==> src/rtl/pwm_multichannel_peripheral.sv <==
// ============================================================================
// Module   : pwm_multichannel_peripheral
// Brief    : N-channel PWM generator with prescaler, programmable period and
//            per-channel duty; period/duty are double-buffered and commit at wrap.
// Revision : 1.0 - initial release
// ============================================================================
`default_nettype none

module pwm_multichannel_peripheral #(
  parameter int NUM_CH  = 16,
  parameter int CNT_W   = 8,
  parameter int PRESC_W = 8
) (
  input  logic              clk,
  input  logic              rst,
  input  logic              cfg_we,
  input  logic              cfg_re,
  input  logic [7:0]        cfg_addr,
  input  logic [CNT_W-1:0]  cfg_wdata,
  output logic [CNT_W-1:0]  cfg_rdata,
  output logic              cfg_rvalid,
  output logic [NUM_CH-1:0] out,
  output logic              period_wrap
);

  localparam int c_PBITS = (PRESC_W < CNT_W) ? PRESC_W : CNT_W;

  logic               r_en;
  logic [PRESC_W-1:0] r_presc;
  logic [PRESC_W-1:0] r_presc_cnt;
  logic [CNT_W-1:0]   r_period_pend;
  logic [CNT_W-1:0]   r_period_act;
  logic [CNT_W-1:0]   r_cnt;
  logic [NUM_CH-1:0]  r_out_en;
  logic [NUM_CH-1:0]  r_pwm_en;
  logic [CNT_W-1:0]   r_duty_pend [NUM_CH];
  logic [CNT_W-1:0]   r_duty_act  [NUM_CH];
  logic [NUM_CH-1:0]  r_out;
  logic               r_wrap;
  logic [CNT_W-1:0]   r_rdata;
  logic               r_rvalid;

  logic [31:0]        w_oe32;
  logic [31:0]        w_pe32;
  logic [CNT_W-1:0]   w_rdata;
  logic               w_tick;
  logic               w_wrap;

  generate
    if (NUM_CH < 32) begin : g_pad_en
      assign w_oe32 = {{(32-NUM_CH){1'b0}}, r_out_en};
      assign w_pe32 = {{(32-NUM_CH){1'b0}}, r_pwm_en};
    end else begin : g_full_en
      assign w_oe32 = r_out_en;
      assign w_pe32 = r_pwm_en;
    end
  endgenerate

  assign w_tick = r_en && (r_presc_cnt == r_presc);
  assign w_wrap = w_tick && (r_cnt == r_period_act);

  // Reads always see pending values; a same-cycle write lands after this sample.
  always_comb begin
    w_rdata = '0;
    case (cfg_addr)
      8'h00: w_rdata[0] = r_en;
      8'h01: w_rdata[c_PBITS-1:0] = r_presc[c_PBITS-1:0];
      8'h02: w_rdata = r_period_pend;
      8'h04, 8'h05, 8'h06, 8'h07: w_rdata[7:0] = w_oe32[{cfg_addr[1:0], 3'b000} +: 8];
      8'h08, 8'h09, 8'h0A, 8'h0B: w_rdata[7:0] = w_pe32[{cfg_addr[1:0], 3'b000} +: 8];
      default: ;
    endcase
    for (int i = 0; i < NUM_CH; i++) begin
      if (cfg_addr == 8'(16 + i)) w_rdata = r_duty_pend[i];
    end
  end

  always_ff @(posedge clk) begin
    if (rst) begin
      r_en          <= 1'b0;
      r_presc       <= '0;
      r_presc_cnt   <= '0;
      r_period_pend <= '1;
      r_period_act  <= '1;
      r_cnt         <= '0;
      r_out_en      <= '0;
      r_pwm_en      <= '0;
      for (int i = 0; i < NUM_CH; i++) begin
        r_duty_pend[i] <= '0;
        r_duty_act[i]  <= '0;
      end
      r_out    <= '0;
      r_wrap   <= 1'b0;
      r_rdata  <= '0;
      r_rvalid <= 1'b0;
    end else begin
      if (cfg_we) begin
        case (cfg_addr)
          8'h00: r_en <= cfg_wdata[0];
          8'h01: begin
            r_presc                <= '0;
            r_presc[c_PBITS-1:0]   <= cfg_wdata[c_PBITS-1:0];
          end
          8'h02: r_period_pend <= cfg_wdata;
          default: ;
        endcase
        for (int i = 0; i < NUM_CH; i++) begin
          if (cfg_addr == 8'(4 + i / 8))  r_out_en[i]    <= cfg_wdata[i % 8];
          if (cfg_addr == 8'(8 + i / 8))  r_pwm_en[i]    <= cfg_wdata[i % 8];
          if (cfg_addr == 8'(16 + i))     r_duty_pend[i] <= cfg_wdata;
        end
      end

      if (!r_en) begin
        r_presc_cnt  <= '0;
        r_cnt        <= '0;
        r_period_act <= r_period_pend;
        for (int i = 0; i < NUM_CH; i++) r_duty_act[i] <= r_duty_pend[i];
        r_wrap       <= 1'b0;
      end else begin
        r_wrap <= w_wrap;
        if (w_tick) begin
          r_presc_cnt <= '0;
          if (w_wrap) begin
            r_cnt        <= '0;
            r_period_act <= r_period_pend;
            for (int i = 0; i < NUM_CH; i++) r_duty_act[i] <= r_duty_pend[i];
          end else begin
            r_cnt <= r_cnt + CNT_W'(1);
          end
        end else if (r_presc_cnt > r_presc) begin
          // PRESC was lowered below the running count: restart without a tick
          r_presc_cnt <= '0;
        end else begin
          r_presc_cnt <= r_presc_cnt + PRESC_W'(1);
        end
      end

      for (int i = 0; i < NUM_CH; i++) begin
        r_out[i] <= r_out_en[i] & (~r_pwm_en[i] | (r_en & (r_cnt < r_duty_act[i])));
      end

      r_rvalid <= cfg_re;
      if (cfg_re) r_rdata <= w_rdata;
    end
  end

  assign out         = r_out;
  assign period_wrap = r_wrap;
  assign cfg_rdata   = r_rdata;
  assign cfg_rvalid  = r_rvalid;

endmodule

`default_nettype wire

==> config.mk <==
export PLATFORM = sky130hd
export DESIGN_NAME = pwm_multichannel_peripheral
export DESIGN_NICKNAME = d
export VERILOG_FILES = /design/src/rtl/pwm_multichannel_peripheral.sv
export SDC_FILE = /design/constraint.sdc
export NUM_CORES = 1
export LEC_CHECK = 0
export BUFFER_PORTS_ARGS = -buffer_cell sky130_fd_sc_hd__buf_2
export CORE_MARGIN = 4
export CORE_UTILIZATION = 27
export CTS_CLUSTER_SIZE = 40
export DETAILED_ROUTE_END_ITERATION = 8
export MAX_ROUTING_LAYER = met4
export SYNTH_ARGS = -nofsm -noshare
export SYNTH_HDL_FRONTEND = slang
export SYNTH_SLANG_ARGS = --single-unit
==> constraint.sdc <==
create_clock -name clk -period 4.6 [get_ports clk]
set_clock_uncertainty 0.2 [all_clocks]
set_input_delay 0.23 -clock clk [delete_from_list [all_inputs] [get_ports clk]]
set_output_delay 0.23 -clock clk [all_outputs]
set_load 0.1 [all_outputs]
==> results_dict.tcl <==
set metrics [dict create \
    met2_length_mm 26.8 \
    routed-via-count 13700 \
    via_per_inst 5.15 \
    worst_slew_margin_rel 0.389 \
    timing_worst_setup_path_type "reg -> reg" \
    finalWeightedCongestion 0.990 \
    place_inst 2580 \
    clock.fmax_mhz 303 \
    status "complete, no violations" \
    dp_worst_setup_slack_ns 1.36 \
    period_minus_ws_final_ns 3.30 \
    design.die.area_um2 70700 \
    flow.area_growth_from_synthesis_pct 14.7 \
    fin_tns_setup_ns 0 \
    asyncSetResetFlopFracSynth 0 \
    setup_viol 0 \
    rows 94 \
    num_cts_buffers 40 \
    placeableCoreArea_um2 65900 \
    pin_count_of_the_biggest_net_entering_global_routing 65 \
    worstSetupEndpointType "flip-flop" \
    htreeDepth 2 \
    yosys-top-cells-area "sky130_fd_sc_hd__edfxtp_1, sky130_fd_sc_hd__dfxtp_1, sky130_fd_sc_hd__ha_1" \
    setup_ws_ns 1.30 \
    floorplan.die.height_um 266 \
    regToRegStartpoint "r_en" \
    cts_tree "yes" \
    yosysWarnings 0 \
    worst_ep_required_time_ns 4.64 \
    synth_top_flop_cell "sky130_fd_sc_hd__edfxtp_1" \
    synth.avg_cell_area_um2 10.4 \
    startpoint_kind_of_the_worst_setup_timing_path "flip-flop" \
    crit_arrival_ns 3.34 \
    number_of_buffers_added_on_ports 45 \
    grt_remaining_overflow 0 \
    grt.total_usage 0.168 \
    yosysTopAreaCell "sky130_fd_sc_hd__edfxtp_1" \
    synth_cell_types 76 \
    syn-cell-area_um2 18000 \
    count_of_flip_flops_with_a_built_in_enable_after_synthesis 256 \
    top_layer "met4" \
    drv_slew 0 \
    grt_antenna_before_repair 2 \
    path_buf_inv 2 \
    finalHoldViolations 0 \
    synth_nets 1871 \
    synth.ff_latch_count 355 \
    wl_met1_mm 25.3 \
    finalWirelength_mm 59.4 \
    max-cap-violations 0 \
    io-pin-count 46 \
    worst_pin_slew_ns 0.916 \
    detail_route.first_pass.iterations 5 \
    setup_repair_after_global_routing_missed_its_margin "no" \
    timing.critical_path.max_delay_family "simple AND/OR/NAND/NOR gates" \
    layout.filler_cells 6731 \
    slowest_delay_ns 0.74 \
    drt_drc_violations_left 0 \
    crit_path_top_delay_cell "sky130_fd_sc_hd__or4_4" \
    peakVddDrop_uv 216 \
    worstHoldPathType "in -> reg" \
    critical_path_fanout_max 25 \
    period_share 0.717 \
    startpoint "r_en" \
    cts.clk_slew.worst_paths_ns 0.06 \
    finish.net_count 1911 \
    synthesis.instances 1729 \
    first_global_vias 13400 \
    cts_max_path_buffers 3 \
    dr_iter_0_viols 1526 \
    route.antenna.remaining_nets 0 \
    critical_path.cell_chain "inv_1 > or4_4 > nand3_2 > buf_12" \
    hpwl_mm 43.0 \
    hold_path.startpoint "cfg_addr[4]" \
    worstSkewPairLatency_ns 0.55 \
    layout_cells_sized_above_1 0.0983 \
    seq_area_frac_synth 0.538 \
    power.density_cell_area_nw_per_um2 358 \
    start_util 0.273 \
    cts_root_buffer "sky130_fd_sc_hd__clkbuf_16" \
    final_cell_count_no_fill 2666 \
    grt_pass1_wl_mm 88.1 \
    wl_per_instance_um 22.3 \
    holdWs_ns 0.0914 \
    cts.sinks 355 \
    floorplan.die.width_um 266 \
    p_leak_uw 0.00796 \
    share_of_the_synthesized_area_in_the_top_cell_type 0.428 \
    met3_wire_length_mm 5.28 \
]
## sequential cells by signal, summed over array words and instances, names as in the netlist
signal         flops
r_duty_act       128
r_duty_pend      128
out               16
r_out_en          16
r_pwm_en          16
cfg_rdata          8
r_cnt              8
r_period_act       8
r_period_pend      8
r_presc            8
r_presc_cnt        8
cfg_rvalid         1
period_wrap        1
r_en               1
## layer usage
metal,vias to the layer above,global-route usage
met5,-,-
met3,131,0.0265
met1,6663,0.228
met2,683,0.262
met4,0,0.0487
li1,6261,-
## layout make-up
type,instances,area (um2),share of cell area
diodes,1,2.50,0.000121
clock buffers,61,1200,0.0584
clock inverters,13,138,0.00668
inverters,137,515,0.0250
multi-input cells,1142,7350,0.357
flip-flops and latches,355,9670,0.469
well taps,864,1080,0.0525
repair buffers,93,643,0.0312
## what timing repair did
action | in CTS | in global routing
endpoints found under the hold margin | 59 | 0
resized for setup | 0 | 0
hold buffers | 11 | 0
setup buffers | 0 | 0
## worst paths after layout
| kind | end | slack (ns) | cells past startpoint |
|---|---|---|---|
| setup / recovery | r_duty_act[0][115] | 1.30 | 4 |
| hold / removal | r_en | 0.09 | 4 |
| setup reg to reg | r_duty_act[0][115] | 1.30 | 4 |
| hold reg to reg | r_presc[3] | 0.29 | 2 |
## cells in the mapped netlist, types with 5 or more instances
cell type	count
sky130_fd_sc_hd__nor3_1	32
sky130_fd_sc_hd__o211ai_1	9
sky130_fd_sc_hd__dfxtp_1	99
sky130_fd_sc_hd__edfxtp_1	256
sky130_fd_sc_hd__nor2_1	164
sky130_fd_sc_hd__clkbuf_1	56
sky130_fd_sc_hd__a21oi_1	102
sky130_fd_sc_hd__buf_2	25
sky130_fd_sc_hd__o22ai_1	11
sky130_fd_sc_hd__nor2b_1	74
sky130_fd_sc_hd__o21ai_0	65
sky130_fd_sc_hd__nand2b_1	22
sky130_fd_sc_hd__nand2_1	161
sky130_fd_sc_hd__mux2_2	8
sky130_fd_sc_hd__inv_1	135
sky130_fd_sc_hd__nand4_1	10
sky130_fd_sc_hd__o221ai_1	8
sky130_fd_sc_hd__mux2i_1	38
sky130_fd_sc_hd__nor4_1	6
sky130_fd_sc_hd__nand3_1	64
sky130_fd_sc_hd__a21o_1	5
sky130_fd_sc_hd__buf_4	5
sky130_fd_sc_hd__o31ai_1	36
sky130_fd_sc_hd__a22oi_1	6
sky130_fd_sc_hd__o32ai_1	5
sky130_fd_sc_hd__a211oi_1	6
sky130_fd_sc_hd__and3_1	85
sky130_fd_sc_hd__a31oi_1	20
sky130_fd_sc_hd__ha_1	122
sky130_fd_sc_hd__xor2_1	17
## through the flow
step	util	power (uW)	cell area (um2)
final	0.313	7390	20600
after global placement	0.291	4190	19200
after detailed placement	0.291	4200	19200
after CTS	0.313	7440	20600
after global routing	0.313	7620	20600
after floorplan	-	3980	18000
## cell usage in the layout (no fill, tap or decap), drive strengths merged, types with 10 or more instances in the layout
cell / n
dlygate4sd3: 11
buf: 82
nor3: 33
a31oi: 20
xor2: 17
o22ai: 11
ha: 122
nand4: 10
nand2: 163
nand3: 65
and3: 85
edfxtp: 256
o31ai: 36
mux2i: 38
a21oi: 103
nand2b: 22
clkbuf: 61
dfxtp: 99
inv: 136
nor2: 168
nor2b: 74
o21ai: 66
## cells by family after synthesis
| logic type | Yosys count | synth area share |
|---|---|---|
| AOI/OAI and AO/OA | 309 | 0.108 |
| xor gates and xnor gates | 20 | 0.00975 |
| adders and majority gates | 122 | 0.0850 |
| buffers and inverters | 232 | 0.0532 |
| DFF | 355 | 0.538 |
| muxes | 48 | 0.0287 |
| and+or+nand+nor | 643 | 0.177 |
## tightest hold or removal path, stage by stage
cell and delay (ns):
sky130_fd_sc_hd__buf_2 0.25, sky130_fd_sc_hd__nor3_4 0.14, sky130_fd_sc_hd__nand3_1 0.09, sky130_fd_sc_hd__a21oi_1 0.06
## report_power, final
group          switching, uW  leakage (uW)  internal, uW
Clock                   1310      0.000651          1930
Sequential              92.2       0.00350          3570
Combinational            335       0.00381           152
Note: power is estimated with default switching activity, not from simulation.
